==> config.mk <==
export PLATFORM = sky130hd
export DESIGN_NAME = bus_loader
export DESIGN_NICKNAME = d
export VERILOG_FILES = /design/src/rtl/bus_loader_pkg.sv /design/src/rtl/bus_loader_timer.sv /design/src/rtl/bus_loader.sv
export SDC_FILE = /design/constraint.sdc
export NUM_CORES = 1
export LEC_CHECK = 0
export ABC_AREA = 1
export CAP_MARGIN = 20
export CELL_PAD_IN_SITES_DETAIL_PLACEMENT = 2
export CELL_PAD_IN_SITES_GLOBAL_PLACEMENT = 2
export CORE_MARGIN = 4
export CORE_UTILIZATION = 24
export CTS_CLUSTER_DIAMETER = 50
export DETAILED_ROUTE_END_ITERATION = 12
export PLACE_DENSITY_LB_ADDON = 0.1
export SKIP_LAST_GASP = 1
export SYNTH_ARGS = -nofsm -noshare
export SYNTH_HDL_FRONTEND = slang
export SYNTH_HIERARCHICAL = 1
export SYNTH_SLANG_ARGS = --single-unit
==> constraint.sdc <==
create_clock -name clk -period 1.7 [get_ports clk]
set_input_delay 0.17 -clock clk [delete_from_list [all_inputs] [get_ports clk]]
set_output_delay 0.17 -clock clk [all_outputs]
set_load 0.005 [all_outputs]
==> src/rtl/bus_loader_pkg.sv <==
// Shared state encodings, reset constants and grant-timeout helpers for bus_loader.
package bus_loader_pkg;

    typedef logic [2:0] state_t;

    localparam state_t S_IDLE      = 3'd0;
    localparam state_t S_REQ       = 3'd1;
    localparam state_t S_OWN       = 3'd2;
    localparam state_t S_WAIT_BYTE = 3'd3;
    localparam state_t S_WRITE     = 3'd4;
    localparam state_t S_VERIFY    = 3'd5;
    localparam state_t S_DONE      = 3'd6;
    localparam state_t S_ERR       = 3'd7;

    localparam int GNT_TIMEOUT_DEF = 255;

    localparam state_t       RST_STATE = S_IDLE;
    localparam logic         RST_FLAG  = 1'b0;
    localparam logic [15:0]  RST_CNT   = 16'd0;
    localparam logic [63:0]  RST_BUS   = 64'd0;

    function automatic int tmr_width(input int timeout);
        return (timeout < 2) ? 1 : $clog2(timeout + 1);
    endfunction

    // The timer expires on its last REQ cycle, so it is loaded one short.
    function automatic int tmr_load_val(input int timeout);
        return (timeout > 0) ? timeout - 1 : 0;
    endfunction

endpackage

==> src/rtl/bus_loader_timer.sv <==
// Loadable down-counter for the bus-grant timeout; expired is the terminal-count compare.
module bus_loader_timer
    import bus_loader_pkg::*;
#(
    parameter int W = 8
) (
    input  logic         clk,
    input  logic         rst_n,
    input  logic         load,
    input  logic [W-1:0] load_val,
    input  logic         en,
    output logic         expired
);

    logic [W-1:0] cnt_q;

    always_ff @(posedge clk or negedge rst_n) begin
        if (!rst_n) begin
            cnt_q <= W'(RST_CNT);
        end else if (load) begin
            cnt_q <= load_val;
        end else if (en && (cnt_q != '0)) begin
            cnt_q <= cnt_q - 1'b1;
        end
    end

    assign expired = (cnt_q == '0);

endmodule

==> src/rtl/bus_loader.sv <==
// Host-to-RAM bus loader: takes the CPU buses and writes a byte stream to consecutive
// addresses. Defining LOADER_VERIFY_EN adds a read-back compare after every write.
//
// state     | meaning
// IDLE      | waiting for start
// REQ       | bus_req high, grant timer running
// OWN       | grant seen, address driven
// WAIT_BYTE | byte_ready high, waiting for the host byte
// WRITE     | mem_we pulse, address and data stable
// VERIFY    | mem_oe pulse, data_in compared (LOADER_VERIFY_EN only)
// DONE      | buses released, done pulse (err instead after abort)
// ERR       | buses released, err pulse
module bus_loader
    import bus_loader_pkg::*;
#(
    parameter int ADDR_W      = 16,
    parameter int DATA_W      = 8,
    parameter int GNT_TIMEOUT = GNT_TIMEOUT_DEF
) (
    input  logic              clk,
    input  logic              rst_n,
    input  logic              start,
    input  logic [ADDR_W-1:0] base_addr,
    input  logic [15:0]       len,
    input  logic              abort,
    input  logic              byte_valid,
    input  logic [DATA_W-1:0] byte_data,
    output logic              byte_ready,
    output logic              bus_req,
    input  logic              bus_gnt,
    output logic              drive_en,
    output logic [ADDR_W-1:0] addr_out,
    output logic [DATA_W-1:0] data_out,
    output logic              mem_we,
    output logic              mem_oe,
    input  logic [DATA_W-1:0] data_in,
    output logic              busy,
    output logic              done,
    output logic              err,
    output logic              mismatch
);

    localparam int               TMR_W    = tmr_width(GNT_TIMEOUT);
    localparam logic [TMR_W-1:0] TMR_LOAD = TMR_W'(tmr_load_val(GNT_TIMEOUT));

    state_t              state_q;
    state_t              state_d;
    state_t              adv_state;
    logic [ADDR_W-1:0]   addr_q;
    logic [DATA_W-1:0]   data_q;
    logic [15:0]         rem_q;
    logic                aborted_q;
    logic                owned;
    logic                accept_start;
    logic                tmr_load;
    logic                tmr_expired;
    logic                handshake;
    logic                advance;

    assign owned        = state_q inside {S_OWN, S_WAIT_BYTE, S_WRITE, S_VERIFY};
    assign accept_start = (state_q == S_IDLE) && start;
    assign tmr_load     = accept_start && (len != 16'd0);
    assign handshake    = (state_q == S_WAIT_BYTE) && byte_valid;
    assign adv_state    = (aborted_q || abort || (rem_q == 16'd1)) ? S_DONE : S_WAIT_BYTE;

`ifdef LOADER_VERIFY_EN
    assign advance = (state_q == S_VERIFY) && bus_gnt;
`else
    assign advance = (state_q == S_WRITE) && bus_gnt;
`endif

    bus_loader_timer #(
        .W (TMR_W)
    ) u_gnt_timer (
        .clk      (clk),
        .rst_n    (rst_n),
        .load     (tmr_load),
        .load_val (TMR_LOAD),
        .en       (state_q == S_REQ),
        .expired  (tmr_expired)
    );

    // Losing the grant outranks everything else while the buses are owned.
    always_comb begin
        state_d = state_q;
        case (state_q)
            S_IDLE: begin
                if (start) begin
                    state_d = (len != 16'd0) ? S_REQ : S_DONE;
                end
            end
            S_REQ: begin
                if (abort)            state_d = S_ERR;
                else if (bus_gnt)     state_d = S_OWN;
                else if (tmr_expired) state_d = S_ERR;
            end
            S_OWN: begin
                if (!bus_gnt)         state_d = S_ERR;
                else if (abort)       state_d = S_DONE;
                else                  state_d = S_WAIT_BYTE;
            end
            S_WAIT_BYTE: begin
                if (!bus_gnt)         state_d = S_ERR;
                else if (abort)       state_d = S_DONE;
                else if (byte_valid)  state_d = S_WRITE;
            end
            S_WRITE: begin
`ifdef LOADER_VERIFY_EN
                state_d = bus_gnt ? S_VERIFY : S_ERR;
`else
                state_d = bus_gnt ? adv_state : S_ERR;
`endif
            end
`ifdef LOADER_VERIFY_EN
            S_VERIFY: begin
                state_d = bus_gnt ? adv_state : S_ERR;
            end
`endif
            S_DONE:  state_d = S_IDLE;
            S_ERR:   state_d = S_IDLE;
            default: state_d = S_IDLE;
        endcase
    end

    always_ff @(posedge clk or negedge rst_n) begin
        if (!rst_n) begin
            state_q   <= RST_STATE;
            addr_q    <= RST_BUS[ADDR_W-1:0];
            data_q    <= RST_BUS[DATA_W-1:0];
            rem_q     <= RST_CNT;
            aborted_q <= RST_FLAG;
        end else begin
            state_q <= state_d;
            if (state_q == S_IDLE) begin
                aborted_q <= RST_FLAG;
            end else if (owned && abort) begin
                aborted_q <= 1'b1;
            end
            if (tmr_load) begin
                addr_q <= base_addr;
                rem_q  <= len;
            end else if (advance) begin
                addr_q <= addr_q + 1'b1;
                rem_q  <= rem_q - 16'd1;
            end
            if (handshake) begin
                data_q <= byte_data;
            end
        end
    end

`ifdef LOADER_VERIFY_EN
    logic mismatch_q;

    always_ff @(posedge clk or negedge rst_n) begin
        if (!rst_n) begin
            mismatch_q <= RST_FLAG;
        end else if (accept_start) begin
            mismatch_q <= RST_FLAG;
        end else if ((state_q == S_VERIFY) && (data_in != data_q)) begin
            mismatch_q <= 1'b1;
        end
    end

    assign mem_oe   = (state_q == S_VERIFY);
    assign mismatch = mismatch_q;
`else
    logic unused_data_in;
    assign unused_data_in = ^data_in;
    assign mem_oe         = 1'b0;
    assign mismatch       = 1'b0;
`endif

    assign bus_req    = (state_q == S_REQ) || owned;
    assign drive_en   = owned;
    assign mem_we     = (state_q == S_WRITE);
    assign byte_ready = (state_q == S_WAIT_BYTE);
    assign busy       = (state_q != S_IDLE);
    assign done       = (state_q == S_DONE) && !aborted_q;
    assign err        = (state_q == S_ERR) || ((state_q == S_DONE) && aborted_q);
    assign addr_out   = addr_q;
    assign data_out   = data_q;

endmodule

* Word-level counts from Yosys, hierarchy flattened
Index checks and enable logic that the tools add are counted.
Storage, ports and cells: register bits after elaboration 52, word-level logic and storage cells 64, input port bits 54
Cells by class: add/subtract/negate cells 3, equal/unequal tests 11, muxes and demuxes 21, reductions and logical operators 23
Operator list (number):
- 16-bit 2-to-1 mux | 4
- 3-bit 2-to-1 mux | 12
- 16-bit by 1-bit adder with 16-bit output, second input constant | 1
- 16-bit by 1-bit == test with 1-bit output, second input constant | 1
- 8-bit 2-to-1 mux | 2
- 16-bit nonzero test | 1
- 16-bit by 1-bit subtractor with 16-bit output, second input constant | 1
- 3-bit case mux with 5 select lines | 1
- 3-bit == test, second input constant | 4
- 1-bit logical AND | 8
- 8-bit zero test | 1
- 4-bit != test, second input constant | 2
- 8-bit nonzero test | 1
- 8-bit by 1-bit subtractor with 8-bit output, second input constant | 1
- 3-bit by 2-bit == test with 1-bit output, second input constant | 2
- 2-bit nonzero test | 3
- 1-bit logical OR | 4
- 4-bit nonzero test | 1
- 3-bit by 1-bit == test with 1-bit output, second input constant | 1
- 3-bit zero test | 1
- 3-bit AND reduction | 1
- 3-bit nonzero test | 1
- 1-bit 2-to-1 mux | 2
- 2-bit != test, second input constant | 1
- 1-bit zero test | 1

* Logic depth before layout (Yosys ltp)
Gate-level depths: netlist of the first run.
depth after elaboration 5, gate-level depth with buffers 12

* By module
Netlist of the first run, hierarchy kept.
Modules (own cells, without submodules):
- bus_loader | cells each 400, sequential area each 1101.1 um^2, instances 1, area an instance 2827.7 um^2
- bus_loader_timer | cells each 93, sequential area each 200.2 um^2, instances 1, area an instance 596.8 um^2

* Least setup slack after synthesis of the first run
Ideal clock, no wire load.
path type register to register, start point register state_q[0], end point register u_gnt_timer.cnt_q[0], period minus slack after synthesis 1734 ps, cell stages (with the launch flop) 11, arrival 1609 ps, setup time 125 ps, setup slack -34 ps, buffers on the path 2, data required time 1575 ps, cells stage by stage dfrtp_1 > nor2_2 > nand2_2 > nor2_2 > nand2_2 > clkinv_1 > buf_4 > clkbuf_1 > o21ai_0 > nand2_1 > o21ai_1
Between the ends: longest elaborated chain between the ends 4, elaborated cells between the ends (all ways) 7
RTL lines:
- start: declaration | RTL line bus_loader.sv:46 | state_t state_q;
- start signal: assignment | RTL line bus_loader.sv:133 | state_q <= state_d;
- 3-bit zero test (*) | RTL line bus_loader.sv:61 | assign accept_start = (state_q == S_IDLE) && start;
- 1-bit logical AND (*) | RTL line bus_loader.sv:61
- 1-bit logical AND (*) | RTL line bus_loader.sv:62 | assign tmr_load = accept_start && (len != 16'd0);
- net tmr_load | RTL line bus_loader.sv:55 | logic tmr_load;
- 8-bit 2-to-1 mux / 2-bit nonzero test (equally long branches)
- end signal: assignment | RTL line bus_loader_timer.sv:19 | cnt_q <= W'(RST_CNT);
- end signal: assignment | RTL line bus_loader_timer.sv:21 | cnt_q <= load_val;
- end signal: assignment | RTL line bus_loader_timer.sv:23 | cnt_q <= cnt_q - 1'b1;
- end: declaration | RTL line bus_loader_timer.sv:15 | logic [W-1:0] cnt_q;
Mark *: on every way through the listed nets, which the timed path passes. The rest lies on a longest branch. A chain may end at the register's enable or synchronous reset.

* Final worst setup path of the first run
start point register state_q[1], end point register addr_q[6], in the netlist addr_out[6]
Between the ends: longest elaborated chain between the ends 4, elaborated cells between the ends (all ways) 7
RTL lines:
- 3-bit zero test | RTL line bus_loader.sv:61
- 1-bit logical AND | RTL line bus_loader.sv:61
- 1-bit logical AND | RTL line bus_loader.sv:62
- 16-bit 2-to-1 mux / 2-bit nonzero test (equally long branches)
- end signal: assignment | RTL line bus_loader.sv:128 | addr_q <= RST_BUS[ADDR_W-1:0];
- end signal: assignment | RTL line bus_loader.sv:140 | addr_q <= base_addr;
- end signal: assignment | RTL line bus_loader.sv:143 | addr_q <= addr_q + 1'b1;
- end: declaration | RTL line bus_loader.sv:49 | logic [ADDR_W-1:0] addr_q;
Several ways; a longest one is shown, not always the timed one.

==> implementation parameters, run 1 <==
Parameter                              Value

Drt
  WL final ... 13300 um
  Number of detailed-routing iterations run before antenna repair ... 4
  Antenna Nets Post-Route ... 0
  Final routed DRC violation total ... 0
  First-iteration detailed-routing DRC count ... 92
  Per-cell routed wire length ... 16.3 um
  Via/cell ratio ... 4.64
  Overall via count from detail_route ... ~3800

Global routing
  Remaining global-route overflow ... 0
  Initial antenna violation count ... 0
  Combined global-route utilization of all metal layers ... 0.168
  First-pass GRT wire length ... 21800 um
  Number of global-route vias before repair ... 4123
  Maximum number of pins on one net before global-route repair ... 53

Power
  Combinational Power Share ... 0.554
  Clock power frac ... 0.169
  Static Leakage ... 2.45 nW
  Internal power component ... 5.15 mW
  Worst vdd rail ir drop ... 595 uV
  Net switching power of the design ... about 3.8 mW
  Switch share ... 0.425
  Sequential share of power ... 0.277
  Cell Pwr Density ... 1720 nW/um2
  Pwr Total ... 8.95 mW

Placed design
  Count of port buffers added during placement ... 76
  Final HPWL from detailed placement ... 10100 um
  Placed Instance Area ... between 4000 and 5000 um2
  Post-Place Setup Slack ... -0.363 ns
  Placer congestion estimate ... 0.777
  Placed cell count ... between 700 and 800

Synthesis
  Sequential share of the synthesized area ... 0.380
  Syn Std Cell Area ... 3420 um2
  Number of enable-type register cells in the synthesized netlist ... 0
  Cell with the most instances after synthesis ... sky130_fd_sc_hd__nand2_1
  Synthesis-stage register bit count ... 52
  YS warnings ... 6
  Synth Area per Inst ... 6.95 um2
  Predominant post-synthesis flop cell ... sky130_fd_sc_hd__dfrtp_1
  Count of different cell masters after synthesis ... 34
  Library cell occupying the most area in the post-synthesis netlist ... sky130_fd_sc_hd__dfrtp_1
  Share of synthesized registers carrying an async set or reset ... 1.00
  Fraction of post-synthesis cell area in the top cell type by area ... 0.380
  Number of instances in the synthesized netlist ... 493
  Dominant cells by area after synthesis ... sky130_fd_sc_hd__dfrtp_1 38%, sky130_fd_sc_hd__nand2_1 18%, sky130_fd_sc_hd__nand3_1 8.2%
  Leading cell types by count after synthesis ... 160 x sky130_fd_sc_hd__nand2_1, 66 x sky130_fd_sc_hd__nor2_1, 56 x sky130_fd_sc_hd__nand3_1

Floorplanning
  Die Width ... ~130 um
  Die Height ... 127 um
  Initial Utilization ... 0.246
  Area inside the core boundary ... 13900 um2
  I/O pins ... 87
  Die outline area ... 16200 um2
  FP Rows ... 43

Clock tree
  H-tree level count ... 2
  Clock buffer count from CTS ... 5
  CTS Buffer Depth ... 2
  Clock tree from TritonCTS ... done
  Number of clock sinks seen by CTS ... between 50 and 60
  Cell chosen for the clock root ... sky130_fd_sc_hd__clkbuf_16
  Clock latency reported for the late side of the worst-skew pair ... 0.30 ns
  Clk pin slew, worst setup/hold paths ... approximately 0.070 ns

Status
  Result of the run ... finished clean

Finish
  Area of all placed cells without fillers ... approximately 5200 um2
  Synth-to-Final Area Change ... 52.1%
  Utilization of the core after routing ... 0.374
  Post-route non-filler standard cell count ... 819
  Flip-flop and latch area ... between 1000 and 1500 um2
  Fraction of final layout cells sized beyond drive strength 1 ... 0.185
  Number of antenna repair diodes ... 0
  Area of the multi-input gates ... 2000 um2
  Count of fill cells added during filler insertion ... 1631
  Nets ... 697

STA
  Final critical-path setup slack ... 0.0643 ns
  Final-layout worst hold slack ... 0.404 ns
  Setup TNS ... 0 ns
  Clock Skews ... 0.00258 ns
  Post-route fraction of the period consumed by the critical path ... 0.962
  Number of endpoints with negative hold slack in the final report ... 0
  Final critical path time including I/O delays and setup ... 1.64 ns
  Max-slew violation count ... 0
  Final setup violation count ... 0
  Setup repair after global routing missed its margin ... true
  Max Fclk ... around 600 MHz

Setup path
  Type of the worst setup path ... flop to flop
  Arrival time of the worst setup path ... between 1.5 and 2 ns
  CP max FO ... 15
  WP data required ... 1.90 ns
  CP endpoint kind ... flop
  Setup crit start kind ... flop

Job
  MaxCap Viol Count ... 0

Worst hold path
  Kind of path behind the tightest hold check ... input pin to async pin
[registers in the layout, indices dropped and copies added, names as in the netlist]
name               count
u_gnt_timer/cnt_q      8
rem_q                 16
state_q                3
data_out               8
addr_out              16
aborted_q              1
[final cells by class]
cell class,count,share of cell area
Clock inverter,3,0.0173
Clock buffer,5,0.0240
Tap cell,180,0.0432
Sequential cell,52,0.250
Inverter,48,0.0372
Timing Repair Buffer,140,0.245
Multi-Input combinational cell,391,0.383
[layout by cell type (no fill, tap or decap), types with 4 or more instances in the layout]
cell / synthesis / final
sky130_fd_sc_hd__dfrtp_1: 52 / 52
sky130_fd_sc_hd__o21ai_1: 5 / 5
sky130_fd_sc_hd__nor2_4: 1 / 5
sky130_fd_sc_hd__dlygate4sd2_1: 0 / 5
sky130_fd_sc_hd__o211ai_1: 8 / 8
sky130_fd_sc_hd__buf_4: 4 / 55
sky130_fd_sc_hd__nand3_1: 56 / 52
sky130_fd_sc_hd__nand2_2: 7 / 6
sky130_fd_sc_hd__a21oi_1: 9 / 8
sky130_fd_sc_hd__nand2_1: 160 / 158
sky130_fd_sc_hd__xor2_1: 11 / 11
sky130_fd_sc_hd__clkdlybuf4s50_1: 0 / 68
sky130_fd_sc_hd__clkbuf_16: 0 / 5
sky130_fd_sc_hd__nor2_2: 4 / 6
sky130_fd_sc_hd__xnor2_1: 7 / 7
sky130_fd_sc_hd__inv_2: 1 / 4
sky130_fd_sc_hd__o21ai_0: 13 / 13
sky130_fd_sc_hd__nor2_1: 66 / 60
sky130_fd_sc_hd__buf_6: 2 / 6
sky130_fd_sc_hd__ha_1: 5 / 5
sky130_fd_sc_hd__nand4_1: 9 / 9
sky130_fd_sc_hd__inv_1: 44 / 40
sky130_fd_sc_hd__mux2_2: 8 / 8
sky130_fd_sc_hd__conb_1: 2 / 10
[critical path: stages (launching register included)]
cell,delay (ns)
sky130_fd_sc_hd__dfrtp_1,0.39
sky130_fd_sc_hd__nor2_2,0.15
sky130_fd_sc_hd__nand2_2,0.09
sky130_fd_sc_hd__nor2_4,0.12
sky130_fd_sc_hd__nand2_2,0.10
sky130_fd_sc_hd__buf_6,0.15
sky130_fd_sc_hd__buf_8,0.15
sky130_fd_sc_hd__or2_0,0.22
sky130_fd_sc_hd__nand2_1,0.10
sky130_fd_sc_hd__inv_1,0.05
[path summary, 6_finish.rpt]
check                      slack [ns]                      end               startpoint  cells past startpoint
hold / removal                   0.40     rem_q[6]$_DFFE_PN0P_                    rst_n                      3
hold reg to reg                  0.51  data_out[3]$_DFFE_PN0P_  data_out[3]$_DFFE_PN0P_                      1
max in group asynchronous        1.03  data_out[2]$_DFFE_PN0P_                    rst_n                      3
setup reg to reg                 0.06  addr_out[6]$_DFFE_PN0P_   state_q[1]$_DFFE_PN0P_                      9
min in group clk                 0.43  addr_out[4]$_DFFE_PN0P_             base_addr[4]                      3
setup / recovery                 0.06  addr_out[6]$_DFFE_PN0P_   state_q[1]$_DFFE_PN0P_                      9
[layer usage]
layer | up-vias | GRT usage | wire, um | part of all wire
met2 | 41 | 0.299 | 6960 | 0.52
met5 | - | 0 | 0 | 0
met1 | 1913 | 0.214 | 5930 | 0.45
met4 | 0 | 0.0322 | 98 | 0.0074
met3 | 6 | 0.0284 | 332 | 0.025
li1 | 1842 | - | - | -
[power by group through the flow]
stage | combinational (mW) | sequential (mW) | clock (mW)
after global placement | 4.50 | 2.47 | 0
after detailed placement | 4.71 | 2.49 | 0
after global routing | 5.59 | 2.58 | 1.61
final | 4.96 | 2.48 | 1.51
after CTS | 4.87 | 2.48 | 1.56
after floorplan | 2.55 | 2.38 | 0
[timing repair]
action	in CTS	in global routing
hold buffers	1	0
hold endpoints to repair	52	0
pin swaps	5	3
gates resized for setup	20	28
setup buffers	8	4
setup endpoints to repair	38	39
[logic make-up after synthesis]
logic type	share of synthesized area
AND/OR/NAND/NOR	0.389
buffers and inverters	0.0745
flip-flops	0.380
AO/OA/AOI/OAI	0.0639
XOR/XNOR	0.0460
multiplexers	0.0263
adder cells (fa/ha/maj)	0.0183
other	0.00219
(Power assumes the default switching activity.)
==> run 2: changes to the inputs <==
--- a/config.mk
+++ b/config.mk
@@ -13,7 +13,7 @@
 export CORE_UTILIZATION = 24
 export CTS_CLUSTER_DIAMETER = 50
 export DETAILED_ROUTE_END_ITERATION = 12
-export PLACE_DENSITY_LB_ADDON = 0.1
+export PLACE_DENSITY = 0.82
 export SKIP_LAST_GASP = 1
 export SYNTH_ARGS = -nofsm -noshare
 export SYNTH_HDL_FRONTEND = slang
==> implementation parameters, run 2 (synthesized netlist as in run 1, its figures left out) <==
Parameter                              Value

Status
  Result of the run ... finished, violations left
  Violated checks ... setup timing

Finish
  Fraction of final layout cells sized beyond drive strength 1 ... 0.179
  Synth-to-Final Area Change ... 52.4%
  Utilization of the core after routing ... 0.375
  Nets ... 691
  Count of fill cells added during filler insertion ... 1600
  Number of antenna repair diodes ... 0
  Most frequent cells in the layout ... 157 x sky130_fd_sc_hd__nand2_1, 67 x sky130_fd_sc_hd__clkdlybuf4s50_1, 60 x sky130_fd_sc_hd__nor2_1, 53 x sky130_fd_sc_hd__nand3_1, 51 x sky130_fd_sc_hd__dfrtp_1
  Post-route non-filler standard cell count ... a little over 800
  Most common library cell in the layout ignoring fill and taps ... sky130_fd_sc_hd__nand2_1
  Area of all placed cells without fillers ... 5220 um2

Clock tree
  Clock latency reported for the late side of the worst-skew pair ... 0.31 ns
  H-tree level count ... 2
  Clk pin slew, worst setup/hold paths ... 0.07 ns
  Number of clock sinks seen by CTS ... 52
  Cell chosen for the clock root ... sky130_fd_sc_hd__clkbuf_16
  Clock buffer count from CTS ... 5
  CTS Buffer Depth ... 2
  Clock tree from TritonCTS ... done

Floorplanning
  Die outline area ... around 16000 um2
  I/O pins ... 87
  Die Width ... 127 um
  Initial Utilization ... 0.246
  Die Height ... 127 um
  Area inside the core boundary ... 13900 um2
  FP Rows ... 43

Setup path
  Arrival time of the worst setup path ... 1.95 ns
  Setup crit start kind ... input pin
  Largest delay contributor family on the critical path ... buffers and inverters
  CP max FO ... 21
  CP endpoint kind ... flop
  Cell Chain, Critical Path ... clkdlybuf4s50_1 > nor2_1 > nand2_1 > nor2_2 > nand2_2 > nand2_2 > clkinvlp_4 > buf_8 > o21ai_0 > nand2_1 > o21ai_1
  WP data required ... about 1.9 ns
  CP max-delay cell ... sky130_fd_sc_hd__clkdlybuf4s50_1
  Buffer and inverter count on the worst path ... 3
  Type of the worst setup path ... input pin to flop
  Worst stage delay on the critical path ... 0.44 ns

Drt
  Per-cell routed wire length ... 17.8 um
  Number of detailed-routing iterations run before antenna repair ... 4
  Via/cell ratio ... 4.79
  Antenna Nets Post-Route ... 0
  First-iteration detailed-routing DRC count ... 176
  WL final ... 14500 um
  Final routed DRC violation total ... 0
  Overall via count from detail_route ... 3897

Power
  Pwr Total ... 9.05 mW
  Worst vdd rail ir drop ... 473 uV
  Cell Pwr Density ... 1730 nW/um2
  Static Leakage ... 2.47 nW

STA
  Final-layout worst hold slack ... 0.241 ns
  Number of endpoints with negative hold slack in the final report ... 0
  Clock Skews ... between 0.005 and 0.006 ns
  Setup repair after global routing missed its margin ... true
  Max Fclk ... 581 MHz
  Setup TNS ... -0.0214 ns
  Final critical-path setup slack ... -0.0214 ns
  Final setup violation count ... 1
  Final critical path time including I/O delays and setup ... approximately 1.7 ns
  Max-slew violation count ... 0
  Post-route fraction of the period consumed by the critical path ... 1.01

Job
  MaxCap Viol Count ... 0

Placed design
  Final HPWL from detailed placement ... 10400 um
  Post-Place Setup Slack ... -0.308 ns
  Count of port buffers added during placement ... 76
  Placed cell count ... about 790
  Placer congestion estimate ... 0.801
  Placed Instance Area ... about 4700 um2

Global routing
  Combined global-route utilization of all metal layers ... 0.171
  Maximum number of pins on one net before global-route repair ... 53
  First-pass GRT wire length ... roughly 22000 um
  Remaining global-route overflow ... 0
  Number of global-route vias before repair ... 4401
  Initial antenna violation count ... 0

Worst hold path
  Kind of path behind the tightest hold check ... input pin to flop
[run 2: layout make-up]
class | count | area [um2] | area share
Sequential cell | 52 | 1300 | 0.250
Tap cell | 180 | 225 | 0.0432
Multi-Input combinational cell | 391 | 2000 | 0.383
Clock buffer | 7 | 153 | 0.0292
Inverter | 48 | 191 | 0.0367
Clock inverter | 1 | 30.0 | 0.00575
Timing Repair Buffer | 134 | 1320 | 0.253
[run 2: what timing repair did]
| item | in CTS | in global routing |
|---|---|---|
| setup endpoints to repair | 30 | 42 |
| gates cloned | 0 | 2 |
| resized for setup | 8 | 39 |
| hold buffers | 1 | 0 |
| hold endpoints to repair | 52 | 0 |
| pin swaps | 2 | 10 |
| setup buffers | 4 | 7 |
[run 2: worst paths after layout]
kind | startpoint | endpoint | slack (ns) | cells past startpoint
max | len[2] | u_gnt_timer/cnt_q[0]$_DFFE_PN0P_ | -0.02 | 11
min | len[9] | rem_q[9]$_DFFE_PN0P_ | 0.24 | 3
max reg2reg | state_q[1]$_DFFE_PN0P_ | addr_out[8]$_DFFE_PN0P_ | 0.04 | 10
min reg2reg | data_out[2]$_DFFE_PN0P_ | data_out[2]$_DFFE_PN0P_ | 0.51 | 1
max in group asynchronous | rst_n | u_gnt_timer/cnt_q[2]$_DFFE_PN0P_ | 1.03 | 3
min in group asynchronous | rst_n | rem_q[14]$_DFFE_PN0P_ | 0.38 | 3
[run 2: power breakdown]
part / switching, mW / total [mW] / leakage (nW) / internal, mW
registers: 0.662 / 2.51 / 0.635 / 1.85
logic: 2.83 / 5.24 / 1.74 / 2.41
clock network: 0.522 / 1.30 / 0.0901 / 0.778
total: 4.02 / 9.05 / 2.47 / 5.04
[run 2: routing by layer]
layer  share of wire  wire length [um]  track usage  vias up
li1                -                 -            -     1836
met2            0.53              7710        0.325       90
met4           0.011               156       0.0309        0
met3           0.054               779       0.0339       16
met5               0                 0            0        -
met1            0.40              5820        0.198     1955
[run 2: tightest hold or removal path: stages]
cell and delay [ns]:
sky130_fd_sc_hd__dlymetal6s2s_1 0.17, sky130_fd_sc_hd__nand2_1 0.08, sky130_fd_sc_hd__nand3_1 0.09
